--- src/rtl/ifetch_queue.sv ---
// Instruction-fetch front end: one outstanding icache request, local next-PC
// computation, and a circular instruction queue feeding the decoder.
module ifetch_queue #(
  parameter int          QUEUE_DEPTH = 4,
  parameter logic [31:0] RESET_PC    = 32'h0,
  parameter bit          EN_RVC      = 1'b1
) (
  input  logic        clk_in,
  input  logic        rst_in,
  input  logic        rdy_in,
  output logic        to_icache,
  output logic [31:0] pc_to_icache,
  input  logic        have_result,
  input  logic [31:0] inst_from_icache,
  output logic [31:0] pc_to_predictor,
  input  logic        predict,
  output logic        to_decoder,
  output logic [31:0] inst,
  output logic [31:0] pc_to_decoder,
  output logic        is_c,
  output logic        predict_result,
  input  logic        received,
  output logic        update,
  output logic [31:0] update_pc,
  output logic        update_result,
  input  logic        jalr_finish,
  input  logic        branch_finish,
  input  logic [31:0] next_pc_from_rob,
  input  logic [31:0] branch_pc_from_rob,
  input  logic        prejudge,
  input  logic        branch_result
);
  localparam int PTR_W = (QUEUE_DEPTH > 1) ? $clog2(QUEUE_DEPTH) : 1;
  localparam int CNT_W = PTR_W + 1;

  typedef enum logic [1:0] {IDLE = 2'd0, WAIT = 2'd1, JSTALL = 2'd2} state_t;

  state_t             state_q, state_d;
  logic [31:0]        pc_q, pc_d;
  logic               discard_q, discard_d;
  logic [PTR_W-1:0]   head_q, head_d, tail_q, tail_d;
  logic [CNT_W-1:0]   count_q, count_d, count_after_pop;
  logic [31:0]        inst_mem [QUEUE_DEPTH];
  logic [31:0]        pc_mem   [QUEUE_DEPTH];
  logic               c_mem    [QUEUE_DEPTH];
  logic               pred_mem [QUEUE_DEPTH];

  logic               to_icache_q, to_decoder_q, is_c_q, pred_q;
  logic [31:0]        pc_to_icache_q, inst_q, pc_dec_q;
  logic               update_q, update_result_q;
  logic [31:0]        update_pc_q;
  logic               req, push, pop, mispredict;

  // Decode of the arriving word
  logic [31:0] w, push_word, seq_pc, fetch_next;
  logic [31:0] j_imm, b_imm, cj_imm, cb_imm;
  logic        w_c, is_jal, is_jalr, is_br, is_cj, is_cb, is_cjr, push_pred;

  always_comb begin
    w         = inst_from_icache;
    w_c       = EN_RVC && (w[1:0] != 2'b11);
    push_word = w_c ? {16'b0, w[15:0]} : w;
    seq_pc    = pc_q + (w_c ? 32'd2 : 32'd4);
    j_imm     = {{12{w[31]}}, w[19:12], w[20], w[30:21], 1'b0};
    b_imm     = {{20{w[31]}}, w[7], w[30:25], w[11:8], 1'b0};
    cj_imm    = {{21{w[12]}}, w[8], w[10:9], w[6], w[7], w[2], w[11], w[5:3], 1'b0};
    cb_imm    = {{24{w[12]}}, w[6:5], w[2], w[11:10], w[4:3], 1'b0};
    is_jal    = !w_c && (w[6:0] == 7'b1101111);
    is_jalr   = !w_c && (w[6:0] == 7'b1100111);
    is_br     = !w_c && (w[6:0] == 7'b1100011);
    is_cj     = w_c && (w[1:0] == 2'b01) && ((w[15:13] == 3'b101) || (w[15:13] == 3'b001));
    is_cb     = w_c && (w[1:0] == 2'b01) && (w[15:14] == 2'b11);
    is_cjr    = w_c && (w[1:0] == 2'b10) && (w[15:13] == 3'b100) &&
                (w[11:7] != 5'd0) && (w[6:2] == 5'd0);
    push_pred = (is_br || is_cb) && predict;
    if (is_jal)                fetch_next = pc_q + j_imm;
    else if (is_cj)            fetch_next = pc_q + cj_imm;
    else if (is_br && predict) fetch_next = pc_q + b_imm;
    else if (is_cb && predict) fetch_next = pc_q + cb_imm;
    else                       fetch_next = seq_pc;
  end

  always_comb begin
    mispredict      = branch_finish && (prejudge != branch_result);
    pop             = received && (count_q != '0);
    count_after_pop = count_q - CNT_W'(pop);
    state_d   = state_q;
    pc_d      = pc_q;
    discard_d = discard_q;
    push      = 1'b0;
    req       = 1'b0;
    if (mispredict) begin
      pc_d    = next_pc_from_rob;
      state_d = IDLE;
      // An outstanding fetch still owes a response; remember to drop it.
      discard_d = (state_q == WAIT) ? !have_result : (discard_q && !have_result);
    end else begin
      case (state_q)
        IDLE: begin
          if (discard_q) begin
            if (have_result) discard_d = 1'b0;
          end else if (count_after_pop < CNT_W'(QUEUE_DEPTH)) begin
            req     = 1'b1;
            state_d = WAIT;
          end
        end
        WAIT: begin
          if (have_result) begin
            push    = 1'b1;
            pc_d    = fetch_next;
            state_d = (is_jalr || is_cjr) ? JSTALL : IDLE;
          end
        end
        JSTALL: begin
          if (jalr_finish) begin
            pc_d    = next_pc_from_rob;
            state_d = IDLE;
          end
        end
        default: state_d = IDLE;
      endcase
    end
    if (mispredict) begin
      head_d  = '0;
      tail_d  = '0;
      count_d = '0;
    end else begin
      head_d  = head_q + PTR_W'(pop);
      tail_d  = tail_q + PTR_W'(push);
      count_d = count_after_pop + CNT_W'(push);
    end
  end

  always_ff @(posedge clk_in) begin
    if (rdy_in && push) begin
      inst_mem[tail_q] <= push_word;
      pc_mem[tail_q]   <= pc_q;
      c_mem[tail_q]    <= w_c;
      pred_mem[tail_q] <= push_pred;
    end
  end

  always_ff @(posedge clk_in or posedge rst_in) begin
    if (rst_in) begin
      state_q         <= IDLE;
      pc_q            <= RESET_PC;
      discard_q       <= 1'b0;
      head_q          <= '0;
      tail_q          <= '0;
      count_q         <= '0;
      to_icache_q     <= 1'b0;
      pc_to_icache_q  <= '0;
      to_decoder_q    <= 1'b0;
      inst_q          <= '0;
      pc_dec_q        <= '0;
      is_c_q          <= 1'b0;
      pred_q          <= 1'b0;
      update_q        <= 1'b0;
      update_pc_q     <= '0;
      update_result_q <= 1'b0;
    end else if (rdy_in) begin
      state_q     <= state_d;
      pc_q        <= pc_d;
      discard_q   <= discard_d;
      head_q      <= head_d;
      tail_q      <= tail_d;
      count_q     <= count_d;
      to_icache_q <= req;
      if (req) pc_to_icache_q <= pc_q;
      to_decoder_q <= (count_d != '0);
      // A push into an empty queue becomes the head directly.
      if (push && (count_after_pop == '0)) begin
        inst_q   <= push_word;
        pc_dec_q <= pc_q;
        is_c_q   <= w_c;
        pred_q   <= push_pred;
      end else if (count_d != '0) begin
        inst_q   <= inst_mem[head_d];
        pc_dec_q <= pc_mem[head_d];
        is_c_q   <= c_mem[head_d];
        pred_q   <= pred_mem[head_d];
      end
      update_q <= branch_finish;
      if (branch_finish) begin
        update_pc_q     <= branch_pc_from_rob;
        update_result_q <= branch_result;
      end
    end
  end

  assign to_icache       = to_icache_q;
  assign pc_to_icache    = pc_to_icache_q;
  assign pc_to_predictor = pc_q;
  assign to_decoder      = to_decoder_q;
  assign inst            = inst_q;
  assign pc_to_decoder   = pc_dec_q;
  assign is_c            = is_c_q;
  assign predict_result  = pred_q;
  assign update          = update_q;
  assign update_pc       = update_pc_q;
  assign update_result   = update_result_q;
endmodule

--- config.mk ---
export PLATFORM = sky130hd
export DESIGN_NAME = ifetch_queue
export DESIGN_NICKNAME = d
export VERILOG_FILES = /design/src/rtl/ifetch_queue.sv
export SDC_FILE = /design/constraint.sdc
export NUM_CORES = 1
export LEC_CHECK = 0
export BUFFER_PORTS_ARGS = -buffer_cell sky130_fd_sc_hd__buf_2
export CAP_MARGIN = 20
export CORE_ASPECT_RATIO = 0.9
export CORE_UTILIZATION = 25
export CTS_CLUSTER_DIAMETER = 120
export CTS_CLUSTER_SIZE = 25
export DETAILED_ROUTE_END_ITERATION = 10
export GPL_ROUTABILITY_DRIVEN = 0
export PLACE_DENSITY_LB_ADDON = 0.25
export SLEW_MARGIN = 10
export SYNTH_ARGS = -nofsm -noshare
export SYNTH_HDL_FRONTEND = slang
export SYNTH_SLANG_ARGS = --single-unit
--- constraint.sdc ---
create_clock -name clk_in -period 6.84 [get_ports clk_in]
set_input_delay 0.684 -clock clk_in [delete_from_list [all_inputs] [get_ports clk_in]]
set_output_delay 0.684 -clock clk_in [all_outputs]
set_load 0.02 [all_outputs]
==> impl_metrics.tcl <==
set metrics [dict create \
    timing.critical_path.to_type "flop" \
    tns_ns 0 \
    intPower_w 0.00550 \
    yosys_warnings 0 \
    cts-htree-levels 1 \
    post_detailed_route_count_of_antenna_violating_nets 0 \
    antenna_cells_inserted 0 \
    row_count 97 \
    routed_wire_length_per_instance_um 20.7 \
    ys_async_sr_fraction 0.400 \
    drt_via_density 4.84 \
    maxSlewViolCount 0 \
    outcome "finished, final reports clean" \
    synthesis.instances 1634 \
    fmax_ghz 0.221 \
    timing.critical_path.from_type "primary input" \
    cts_hold_buf 0 \
    core-area_mm2 0.0777 \
    worst_case_vdd_ir_drop_uv 250 \
    placed_cells 2856 \
    floorplan.die.width_um 297 \
    clock_network_fraction_of_design_power 0.169 \
    pin_count 272 \
    globalRoute.totalOverflow 0 \
    endpoint_arrival_time_on_the_critical_path_ns 4.94 \
    finalNonFillerCells 2898 \
    netSwitchingPower_w 0.00401 \
    power.switching_fraction 0.421 \
    drt_first_iter_violations 937 \
    route.final.wire_length_um 60000 \
    postSynthRegisterBits 440 \
    die_height_um 268 \
    worst-r2r-setup-slack_ns 2.90 \
    pwr-share-seq 0.422 \
    worstReg2RegEnd "inst_mem[1][30]" \
    tightest_slew_ns 1.07 \
    finalCoreUtilization 0.293 \
    min_period_over_period 0.662 \
    grt_usage 0.147 \
    max_slew_margin 0.283 \
    synth_sequential_area_ratio 0.629 \
    ys.flop_type "sky130_fd_sc_hd__edfxtp_1" \
    cts.clk_slew.worst_paths_ns 0.09 \
    max-clock-path-buffers 3 \
    grt_pass1_wl_um 89600 \
    synthToLayoutAreaGrowth_pct 16.2 \
    portBuffers 271 \
    worst-endpoint-required_ns 7.25 \
    total_leakage_power_nw 8.66 \
    worstReg2RegStart "state_q[0]" \
    timing.final.crit_period_ns 4.53 \
    crit_slowest_cell "sky130_fd_sc_hd__a2111oi_2" \
    crit_path_max_incr_delay_ns 0.72 \
    worstPathMaxFanout 21 \
    grt_max_degree 200 \
    tritoncts "done" \
    insertion_delay_ns 0.59 \
    clock_skew_ns 0.0391 \
    syn_area_mm2 0.0196 \
    ctsRootBufferMaster "sky130_fd_sc_hd__clkbuf_16" \
    tritoncts.num_buffers 23 \
    cts_num_sinks 440 \
    post_cts_resize_count 0 \
    route.vias.total 14000 \
    initial_cell_density_of_the_core 0.252 \
    post_synth_edffs 264 \
    logic_pwr_share 0.410 \
    route.detailed.drc 0 \
    power_per_cell_area_mw_per_mm2 418 \
    setup_viol 0 \
    dp_hpwl_um 39400 \
    syn-mean-instance-area_um2 12.0 \
    crit_path_cell_trace "buf_2 > nand2_1 > nor4b_1 > nand2_1 > nand3_1 > o21a_1 > ha_1 > nand3_1 > nor3_1 > o211ai_1 > a2111oi_2 > nor2_1 > a211oi_1 > o21ai_0" \
    r2r_cells 7 \
    setup_repair_after_global_routing_missed_its_margin "no" \
    finalHoldViolCount 0 \
    final_layout_size_suffix_gt1_frac 0.218 \
    detail_route.first_pass.iterations 5 \
    grt_pass1_vias 13700 \
    nets_in_the_synthesized_netlist 1777 \
    nNetsFinal 1985 \
    maxCapViolations 0 \
    setup.worst_path.class "primary input to flop" \
    synth_cell_types 68 \
    post-cts-setup-buffer-count 0 \
    grt_antenna_before_repair 2 \
    fp.dieArea_mm2 0.0795 \
    holdCritPathClass "primary input to async pin" \
]
[power groups by stage]
stage	clock [W]	combinational [W]	sequential, W
after CTS	0.00169	0.00396	0.00403
after global placement	0	0.00390	0.00407
final	0.00160	0.00389	0.00401
after detailed placement	0	0.00395	0.00409
after floorplan	0	0.00220	0.00439
after global routing	0.00177	0.00431	0.00411
[cell families (layout without fill, tap and decap cells)]
| family | Yosys count | in the layout | share of synthesized area |
|---|---|---|---|
| XOR/XNOR | 30 | 30 | 0.0138 |
| AO/OA/AOI/OAI | 454 | 454 | 0.153 |
| flip-flops | 440 | 440 | 0.629 |
| buffers and inverters | 120 | 345 | 0.0254 |
| adder cells (fa/ha/maj) | 37 | 37 | 0.0240 |
| multiplexers | 72 | 72 | 0.0411 |
| AND/OR/NAND/NOR | 481 | 481 | 0.113 |
[how the worst max path moves through the flow]
stage / from / end / slack [ns] / depth (start not counted)
6_report: inst_from_icache[1] / pc_to_predictor[20] / 2.31 / 14
5_1_grt: inst_from_icache[1] / pc_to_predictor[20] / 1.85 / 14
4_1_cts: inst_from_icache[1] / pc_to_predictor[20] / 2.38 / 14
3_5_place_dp: inst_from_icache[1] / pc_to_predictor[20] / 1.78 / 14
3_3_place_gp: rdy_in / pc_mem[1][5] / 1.81 / 8
2_1_floorplan: rst_in / count_q[0] / 1.38 / 1
[metrics by stage]
stage	area, um2	hold WS [ns]	power (W)	setup slack [ns]
after floorplan	19600	0.459	0.00658	1.38
after global placement	22000	0.475	0.00797	1.81
after detailed placement	22000	0.479	0.00803	1.78
after CTS	22800	0.255	0.00968	2.38
after global routing	22800	0.270	0.0102	1.85
final	22800	0.210	0.00951	2.31
[cells in the final DEF (no fill, tap or decap), types with 36 or more instances in the layout]
cell,Yosys,routed
sky130_fd_sc_hd__a211oi_1,78,78
sky130_fd_sc_hd__a21oi_1,183,183
sky130_fd_sc_hd__a311oi_1,66,66
sky130_fd_sc_hd__buf_2,30,271
sky130_fd_sc_hd__dfrtp_1,176,176
sky130_fd_sc_hd__edfxtp_1,264,264
sky130_fd_sc_hd__ha_1,36,36
sky130_fd_sc_hd__mux2_2,68,68
sky130_fd_sc_hd__nand2_1,205,203
sky130_fd_sc_hd__nor2_1,119,118
sky130_fd_sc_hd__nor2b_1,69,69
[routing by layer]
metal | GRT usage | part of all wire
met1 | 0.204 | 0.46
met5 | 0 | 0
met3 | 0.0292 | 0.056
met2 | 0.235 | 0.47
met4 | 0.0316 | 0.018
[Yosys cell counts (all sizes together), types with 7 or more instances]
cell / n / share of area
clkbuf: 55 / 0.011
a311oi: 66 / 0.030
o21ai: 32 / 0.0082
inv: 17 / 0.0033
a21o: 17 / 0.0065
ha: 36 / 0.023
nand3: 20 / 0.0051
nand2: 205 / 0.039
edfxtp: 264 / 0.40
nand2b: 8 / 0.0026
o21a: 11 / 0.0042
and3: 20 / 0.0064
nor3: 7 / 0.0020
o211ai: 14 / 0.0054
xnor2: 11 / 0.0049
mux2: 68 / 0.039
a31oi: 11 / 0.0038
a211oi: 78 / 0.030
a21oi: 183 / 0.047
buf: 48 / 0.011
nor2b: 69 / 0.022
xor2: 19 / 0.0089
dfrtp: 176 / 0.22
nor2: 119 / 0.023
[state kept, by name, indices dropped and copies added (netlist names), 2 cells and up]
name,count
c_mem,4
count_q,3
head_q,2
inst,32
inst_mem,128
pc_mem,128
pc_to_decoder,32
pc_to_icache,32
pc_to_predictor,32
pred_mem,4
state_q,2
tail_q,2
update_pc,32
[cell type report]
| type | instances | area, um2 |
|---|---|---|
| Inverter | 17 | 71.3 |
| Multi-Input combinational cell | 1074 | 6850 |
| Clock inverter | 8 | 80.1 |
| Timing Repair Buffer | 286 | 1490 |
| Fill cell | 8077 | 54900 |
| Clock buffer | 34 | 638 |
| Tap cell | 1039 | 1300 |
| Sequential cell | 440 | 12300 |
[critical path, delay by kind of cell]
kind	cells	cell delay (ns)
fa+ha+maj	1	0.25
buf+inv	1	0.29
compound gates	5	1.52
simple gates	7	2.18
Note: power is estimated with default switching activity, not from simulation.
